===== config.mk =====
export PLATFORM = sky130hd
export DESIGN_NAME = bt_cmd_sched
export DESIGN_NICKNAME = d
export VERILOG_FILES = /design/src/rtl/bt_cmd_sched.sv
export SDC_FILE = /design/constraint.sdc
export NUM_CORES = 1
export LEC_CHECK = 0
export ABC_AREA = 0
export CAP_MARGIN = 20
export CORE_ASPECT_RATIO = 0.5
export CORE_MARGIN = 2
export CORE_UTILIZATION = 40
export DETAILED_ROUTE_END_ITERATION = 10
export SKIP_LAST_GASP = 1
export SYNTH_ARGS = -nofsm -noshare
export SYNTH_HDL_FRONTEND = slang
export SYNTH_SLANG_ARGS = --single-unit

===== constraint.sdc =====
create_clock -name clk -period 2.9 [get_ports clk]
set_input_delay 0.435 -clock clk [delete_from_list [all_inputs] [get_ports clk]]
set_output_delay 0.435 -clock clk [all_outputs]
set_load 0.01 [all_outputs]

===== src/rtl/bt_cmd_sched.sv =====
// RN-52 command sequencer: power-up into command mode, two-command init, then
// next/prev button arbitration with response timeout and bounded retry.
module bt_cmd_sched #(
  parameter int unsigned PWRUP_CYCLES = 131072,
  parameter int unsigned DB_BITS      = 16,
  parameter int unsigned TO_CYCLES    = 4194304,
  parameter int unsigned MAX_RETRY    = 2,
  parameter logic [4:0]  INIT0_ADDR   = 5'd0,
  parameter logic [3:0]  INIT0_LEN    = 4'd5,
  parameter logic [4:0]  INIT1_ADDR   = 5'd6,
  parameter logic [3:0]  INIT1_LEN    = 4'd7,
  parameter logic [4:0]  NEXT_ADDR    = 5'd14,
  parameter logic [3:0]  NEXT_LEN     = 4'd3,
  parameter logic [4:0]  PREV_ADDR    = 5'd18,
  parameter logic [3:0]  PREV_LEN     = 4'd3
) (
  input  logic       clk,
  input  logic       rst_n,
  input  logic       next_n,
  input  logic       prev_n,
  input  logic       resp_rcvd,
  output logic       cmd_n,
  output logic       send,
  output logic [4:0] cmd_start,
  output logic [3:0] cmd_len,
  output logic       busy,
  output logic       err
);

  localparam int unsigned TMR_MAX = (PWRUP_CYCLES > TO_CYCLES) ? PWRUP_CYCLES : TO_CYCLES;
  localparam int unsigned TMR_W   = $clog2(TMR_MAX);
  localparam int unsigned RTY_W   = $clog2(MAX_RETRY + 2);

  typedef enum logic [2:0] {ST_PWRUP, ST_INIT0, ST_INIT1, ST_IDLE, ST_WAIT} state_e;
  typedef enum logic [1:0] {CMD_INIT0, CMD_INIT1, CMD_BTN} cmd_e;

  state_e             state_q, state_d;
  cmd_e               cur_q, cur_d;
  logic [TMR_W-1:0]   tmr_q, tmr_d;
  logic [RTY_W-1:0]   rty_q, rty_d;
  logic [DB_BITS-1:0] db_q, db_d;
  // bit 0 = next, bit 1 = prev
  logic [1:0]         sync1_q, sync2_q;
  logic [1:0]         samp_q, samp_d;
  logic [1:0]         pend_q, pend_d;
  logic               cmd_n_q, cmd_n_d;
  logic               send_q, send_d;
  logic [4:0]         start_q, start_d;
  logic [3:0]         len_q, len_d;
  logic               busy_q, busy_d;
  logic               err_q, err_d;

  logic               issue;
  logic [4:0]         iss_start;
  logic [3:0]         iss_len;
  cmd_e               iss_cmd;
  logic               resolve;

  always_comb begin
    state_d   = state_q;
    cur_d     = cur_q;
    tmr_d     = tmr_q;
    rty_d     = rty_q;
    db_d      = db_q + 1'b1;
    samp_d    = samp_q;
    pend_d    = pend_q;
    cmd_n_d   = cmd_n_q;
    send_d    = 1'b0;
    start_d   = start_q;
    len_d     = len_q;
    busy_d    = busy_q;
    err_d     = err_q;
    issue     = 1'b0;
    iss_start = '0;
    iss_len   = '0;
    iss_cmd   = CMD_BTN;
    resolve   = 1'b0;

    if (db_q == '1) begin
      samp_d = sync2_q;
      pend_d = pend_q | (samp_q & ~sync2_q);
    end

    case (state_q)
      ST_PWRUP: begin
        if (tmr_q == TMR_W'(PWRUP_CYCLES - 1)) begin
          cmd_n_d = 1'b0;
          tmr_d   = '0;
          state_d = ST_INIT0;
        end else begin
          tmr_d = tmr_q + 1'b1;
        end
      end
      ST_INIT0: begin
        issue = 1'b1; iss_start = INIT0_ADDR; iss_len = INIT0_LEN; iss_cmd = CMD_INIT0;
      end
      ST_INIT1: begin
        issue = 1'b1; iss_start = INIT1_ADDR; iss_len = INIT1_LEN; iss_cmd = CMD_INIT1;
      end
      ST_IDLE: begin
        // Clearing after the sample update drops a press that lands while still pending.
        if (pend_q[0]) begin
          issue = 1'b1; iss_start = NEXT_ADDR; iss_len = NEXT_LEN;
          pend_d[0] = 1'b0;
        end else if (pend_q[1]) begin
          issue = 1'b1; iss_start = PREV_ADDR; iss_len = PREV_LEN;
          pend_d[1] = 1'b0;
        end
      end
      ST_WAIT: begin
        tmr_d = tmr_q + 1'b1;
        if (resp_rcvd) begin
          resolve = 1'b1;
        end else if (tmr_q == TMR_W'(TO_CYCLES - 1)) begin
          if (rty_q < RTY_W'(MAX_RETRY)) begin
            send_d = 1'b1;
            tmr_d  = '0;
            rty_d  = rty_q + 1'b1;
          end else begin
            err_d   = 1'b1;
            resolve = 1'b1;
          end
        end
        if (resolve) begin
          busy_d  = 1'b0;
          state_d = (cur_q == CMD_INIT0) ? ST_INIT1 : ST_IDLE;
        end
      end
      default: state_d = ST_PWRUP;
    endcase

    if (issue) begin
      send_d  = 1'b1;
      busy_d  = 1'b1;
      start_d = iss_start;
      len_d   = iss_len;
      cur_d   = iss_cmd;
      tmr_d   = '0;
      rty_d   = '0;
      state_d = ST_WAIT;
    end
  end

  always_ff @(posedge clk or negedge rst_n) begin
    if (!rst_n) begin
      state_q <= ST_PWRUP;
      cur_q   <= CMD_INIT0;
      tmr_q   <= '0;
      rty_q   <= '0;
      db_q    <= '0;
      sync1_q <= '1;
      sync2_q <= '1;
      samp_q  <= '1;
      pend_q  <= '0;
      cmd_n_q <= 1'b1;
      send_q  <= 1'b0;
      start_q <= '0;
      len_q   <= '0;
      busy_q  <= 1'b0;
      err_q   <= 1'b0;
    end else begin
      state_q <= state_d;
      cur_q   <= cur_d;
      tmr_q   <= tmr_d;
      rty_q   <= rty_d;
      db_q    <= db_d;
      sync1_q <= {prev_n, next_n};
      sync2_q <= sync1_q;
      samp_q  <= samp_d;
      pend_q  <= pend_d;
      cmd_n_q <= cmd_n_d;
      send_q  <= send_d;
      start_q <= start_d;
      len_q   <= len_d;
      busy_q  <= busy_d;
      err_q   <= err_d;
    end
  end

  assign cmd_n     = cmd_n_q;
  assign send      = send_q;
  assign cmd_start = start_q;
  assign cmd_len   = len_q;
  assign busy      = busy_q;
  assign err       = err_q;

endmodule

### Word level (Yosys, flattened, before mapping)

Cells that the tools add are included.

* register bits after elaboration: 66
* input bits: 5
* word-level logic and storage cells: 92

* add/sub/neg operators: 3
* $lt $le $gt $ge: 1
* equality and inequality tests: 11
* mux-type cells: 43
* bitwise logic cells: 5
* reductions and logical operators: 14

Operators by type and width (count)
* 2-to-1 mux 22 bit: 5
* one-hot mux 22 bit (2 select lines): 1
* adder 22 x 1 -> 22 bit, second input constant: 1
* equality test 22 x 17 -> 1 bit, second input constant: 1
* equality test 22 bit, second input constant: 1
* 2-to-1 mux 1 bit: 18
* 2-to-1 mux 2 bit: 9
* one-hot mux 3 bit (3 select lines): 2
* adder 16 x 1 -> 16 bit, second input constant: 1
* equality test 16 bit, second input constant: 1
* 2-to-1 mux 5 bit: 2
* one-hot mux 5 bit (2 select lines): 1
* 2-to-1 mux 3 bit: 3
* AND reduction 4 bit: 2
* nonzero test 2 bit: 4
* equality test 3 x 2 -> 1 bit, second input constant: 2
* inequality test 3 bit, second input constant: 2
* inequality test 2 x 1 -> 1 bit, second input constant: 2
* one-hot mux 2 bit (2 select lines): 1
* AND reduction 2 bit: 2
* equality test 3 x 1 -> 1 bit, second input constant: 1
* equality test 3 bit, second input constant: 1
* zero test 3 bit: 1
* AND reduction 3 bit: 1
* other kinds (11): 12

### Logic depth before layout (Yosys ltp)

Gate-level depths: netlist of run 1.

* depth in word-level cells: 8
* mapped depth: 7
* mapped depth without buffers: 6

### Worst setup path after synthesis of run 1

No wires, ideal clock.

* kind: flip-flop to flip-flop
* start point: reg tmr_q[0]
* end point: reg tmr_q[4]
* data arrival time: 1.999 ns
* required time: 2.770 ns
* slack: 0.771 ns
* cell stages (with the launch flop): 8
* path buffers: 1
* clock period less this slack: 2.129 ns
* cells stage by stage: dfrtp_1 ha_1 nand4_1 or3_1 clkbuf_1 nor3b_2 or2_2 o211ai_1

* word-level cells in the longest chain between the ends: 6
* elaborated cells between the ends (all ways): 9
* classes of those cells: 1 x add/sub; 2 x eq/ne; 6 x mux

Ends and longest elaborated chain
* from (decl): line 39 `logic [TMR_W-1:0] tmr_q, tmr_d;`
* from (signal assigned): line 164 `tmr_q <= tmr_d;`
* adder 22 x 1 -> 22 bit: line 91, 111
* 2-to-1 mux 22 bit: line 115 `if (rty_q < RTY_W'(MAX_RETRY)) begin`
* 2-to-1 mux 22 bit: line 114 `end else if (tmr_q == TMR_W'(TO_CYCLES - 1)) begin`
* 2-to-1 mux 22 bit: line 112 `if (resp_rcvd) begin`
* one-hot mux 22 bit (2 select lines) *: line 84 `case (state_q)`
* 2-to-1 mux 22 bit *: line 132 `if (issue) begin`

Mark *: on every way between the ends. The rest lies on a longest branch, timed or not.
A chain may end at the register's enable or synchronous reset.

### Final worst setup path of run 1

* start point: reg tmr_q[0]
* end point: reg tmr_q[18]

Same word-level chain as after synthesis.

==> run summary, run 1 <==
leak pwr - 0.00160 uW
EDFF count, synth - 0
WP data required - 3.08 ns
Setup WS post-layout - 0.359 ns
DRC - 0
status - finished clean
R2R cell count - 6
Antenna Nets Post-Route - 0
Max Cap Viol - 0
data arrival time of the critical path - 2.72 ns
Slowest-stage cell, CP - or3_1
WHS Path Cells - 0
final hold vios - 0
Post-Route Setup TNS - 0 ns
#FFs+latches synth - 64
TritonCTS buffer count - 9
kind of critical path - reg2reg
clk_skew - 0.00601 ns
antenna fix cells - 0
Core Region - 7350 sq um
Clock Latency Late Sink - 0.33 ns
Slew headroom - 0.551
Crit Path Max Fanout - 14
number of port buffers - 15
first-pass GRT wire length - 10.4 mm
Total Power - 2070 uW
crit path buf inv count - 0
fin area - 3600 sq um
critical path depth - 6
WHS Endpoint - sync2_q[0]$_DFF_PN1_
vias in the first global route - 2202
Avg WL per Cell - 14.6 microns
Worst R2R Start - tmr_q[0]$_DFFE_PN0P_
Syn Inst Count - 293
endpoints failing setup - 0
actual slew at the worst max-slew pin - 0.674 ns
ys async rst share - 1.00
row count - 22
pre-CTS setup slack - 0.304 ns
antenna violations before repair - 0
Clk pin slew, worst setup/hold paths - 0.05 ns
CP delay by family, top - simple AND/OR/NAND/NOR gates
largest net degree at the start of global routing - 54
sequential share of the synthesized area - 0.530
Post-Syn Area - 3040 sq um
share of layout cells above drive strength 1 - 0.129
post-DR vias/cell - 5.36
CTS tree - yes
final max-slew violation count - 0
Post-DP HPWL - 4.00 mm
clk buf depth - 2
post-layout util - 0.490
Post-CTS Resized - 0
global route overflow - 0
H-tree depth - 3
CP peak stage delay - 0.64 ns
die extent in y - 65.6 microns
R2R Path End - tmr_q[18]$_DFFE_PN0P_
Final period util - 0.876
Mean Syn Cell Area - 10.4 sq um
CP Launch Type - flip-flop
min Tclk post-route - 2.54 ns
Synth cell types - 54
# hold bufs at CTS - 1
clock root cell - clkbuf_16
crit end category - flip-flop
unrepaired setup endpoints after global routing - no
hold_sp - sync1_q[0]$_DFF_PN1_
gr usage total - 0.162
final WL - 6.06 mm
Filler cells - 660
total number of vias - 2223
Initial Util - 0.413
Max Clk Rate - 393 MHz
maximum VDD drop - 388 uV
R2R Setup Slk - 0.36 ns
predominant post-synthesis flop cell - dfrtp_1
Final Wtd Congestion - 0.841
TritonRoute pass-1 iters - 4
TritonCTS sink count - 64
DP Area - 3270 sq um
Die X - 127 microns
Hold Crit Class - reg2reg
Die Area - 8350 sq um
synthesis-to-finish area growth - 18.5%
Layout Nets - 321
Post CTS Setup Buffer Count - 0
yosys warns - 0
PD cells - 576 nW/um^2
CP Cell Sequence - ha_1 > nand4_1 > or3_1 > or4_4 > o21ai_4 > a21oi_1
I/O pin count - 18
1st-iter DRT viols - 128
[through the flow]
stage | std cells | hold slack (ns)
floorplan | 294 | 0.139
global placement | 398 | 0.313
detailed placement | 398 | 0.316
CTS | 415 | 0.355
global route | 415 | 0.357
finish | 415 | 0.356
[cells by family after synthesis]
group,count (synthesis),share of synthesized area
compound gates,56,0.121
fa+ha+maj,2,0.00824
xor+xnor,29,0.0836
other cells,1,0.00123
buf+inv,21,0.0334
simple gates,117,0.211
flops,64,0.530
mux,3,0.0111
[worst max-delay path by stage]
stage / from / slack, ns / end
finish: tmr_q[0]$_DFFE_PN0P_ / 0.36 / tmr_q[18]$_DFFE_PN0P_
CTS: tmr_q[0]$_DFFE_PN0P_ / 0.32 / tmr_q[18]$_DFFE_PN0P_
detailed placement: resp_rcvd / 0.30 / tmr_q[10]$_DFFE_PN0P_
floorplan: tmr_q[0]$_DFFE_PN0P_ / 0.77 / tmr_q[4]$_DFFE_PN0P_
global route: tmr_q[0]$_DFFE_PN0P_ / 0.17 / tmr_q[10]$_DFFE_PN0P_
global placement: resp_rcvd / 0.38 / tmr_q[10]$_DFFE_PN0P_
[cell type report]
class | count | area (sq um) | share of cell area
well taps | 96 | 120 | 0.0334
flip-flops and latches | 64 | 1610 | 0.447
inverters | 10 | 37.5 | 0.0104
repair buffers | 20 | 185 | 0.0515
clock buffers | 12 | 246 | 0.0685
multi-input cells | 209 | 1330 | 0.369
clock inverters | 4 | 70.1 | 0.0195
[cell usage after synthesis, types with 3 or more instances]
| cell | instances | area (sq um) |
|---|---|---|
| nand2_1 | 25 | 93.8 |
| and3_1 | 4 | 25.0 |
| or3_1 | 6 | 37.5 |
| and2_1 | 3 | 18.8 |
| xnor2_1 | 23 | 201 |
| clkbuf_1 | 5 | 18.8 |
| or2_2 | 3 | 18.8 |
| a21oi_1 | 19 | 95.1 |
| a21o_1 | 3 | 22.5 |
| nand4_1 | 6 | 37.5 |
| dfrtp_1 | 57 | 1430 |
| dfstp_2 | 7 | 184 |
| nand2b_1 | 4 | 25.0 |
| mux2_2 | 3 | 33.8 |
| o21ai_0 | 11 | 55.1 |
| inv_1 | 10 | 37.5 |
| o31ai_1 | 4 | 30.0 |
| nand3b_1 | 3 | 22.5 |
| nor4_1 | 9 | 56.3 |
| xor2_1 | 6 | 52.6 |
| nand3_1 | 17 | 85.1 |
| nor2_1 | 18 | 67.6 |
| nor3_1 | 7 | 35.0 |
[routing by layer]
metal | share of wire | wire [microns] | GRT usage
met2 | 0.47 | 2830 | 0.258
met4 | 0.014 | 87 | 0.0810
met3 | 0.041 | 250 | 0.0521
met1 | 0.48 | 2890 | 0.201
met5 | 0 | 0 | 0
[placed cells by master, fill, tap and decap left out, types with 3 or more instances in the layout]
master           instances
and2_1                   3
o21ai_0                 11
nor3_1                   7
a21o_1                   3
o31ai_1                  4
dfstp_2                  7
buf_4                    4
a21oi_1                 19
nand3_1                 17
dfrtp_1                 57
nor2_1                  18
xnor2_1                 23
nand2_1                 25
nor4_1                   9
nand3b_1                 3
and3_1                   4
or2_2                    3
inv_1                   10
clkdlybuf4s50_1         14
nand2b_1                 4
mux2_2                   3
clkbuf_16                9
or3_1                    6
xor2_1                   6
nand4_1                  6
[power by group]
group | internal (uW) | switching [uW] | total [uW] | leakage [uW]
registers | 899 | 1.03 | 900 | 0.000719
logic | 5.85 | 18.8 | 24.7 | 0.000727
clock network | 772 | 374 | 1150 | 0.000157
total | 1680 | 394 | 2070 | 0.00160
[flip-flops by register name, summed over array words and instances, names as in the netlist, 2 cells and up]
signal and flops:
pend_q 2, sync2_q 2, state_q 3, rty_q 2, cmd_len 3, cur_q 2, tmr_q 22, db_q 16
cmd_start 4, samp_q 2, sync1_q 2
[worst reg2reg max path, stage by stage, from the launching register on]
cell and delay [ns]:
dfrtp_1 0.38, ha_1 0.23, nand4_1 0.22, or3_1 0.64, or4_4 0.59, o21ai_4 0.18
a21oi_1 0.15
(Power assumes the default switching activity.)
==> run 2, diff against run 1 <==
Settings changed: CTS_CLUSTER_DIAMETER from default to 30, SLEW_MARGIN from default to 20.
==> results of run 2 <==
Final layout, timing and power as in run 1 (identical DEF).
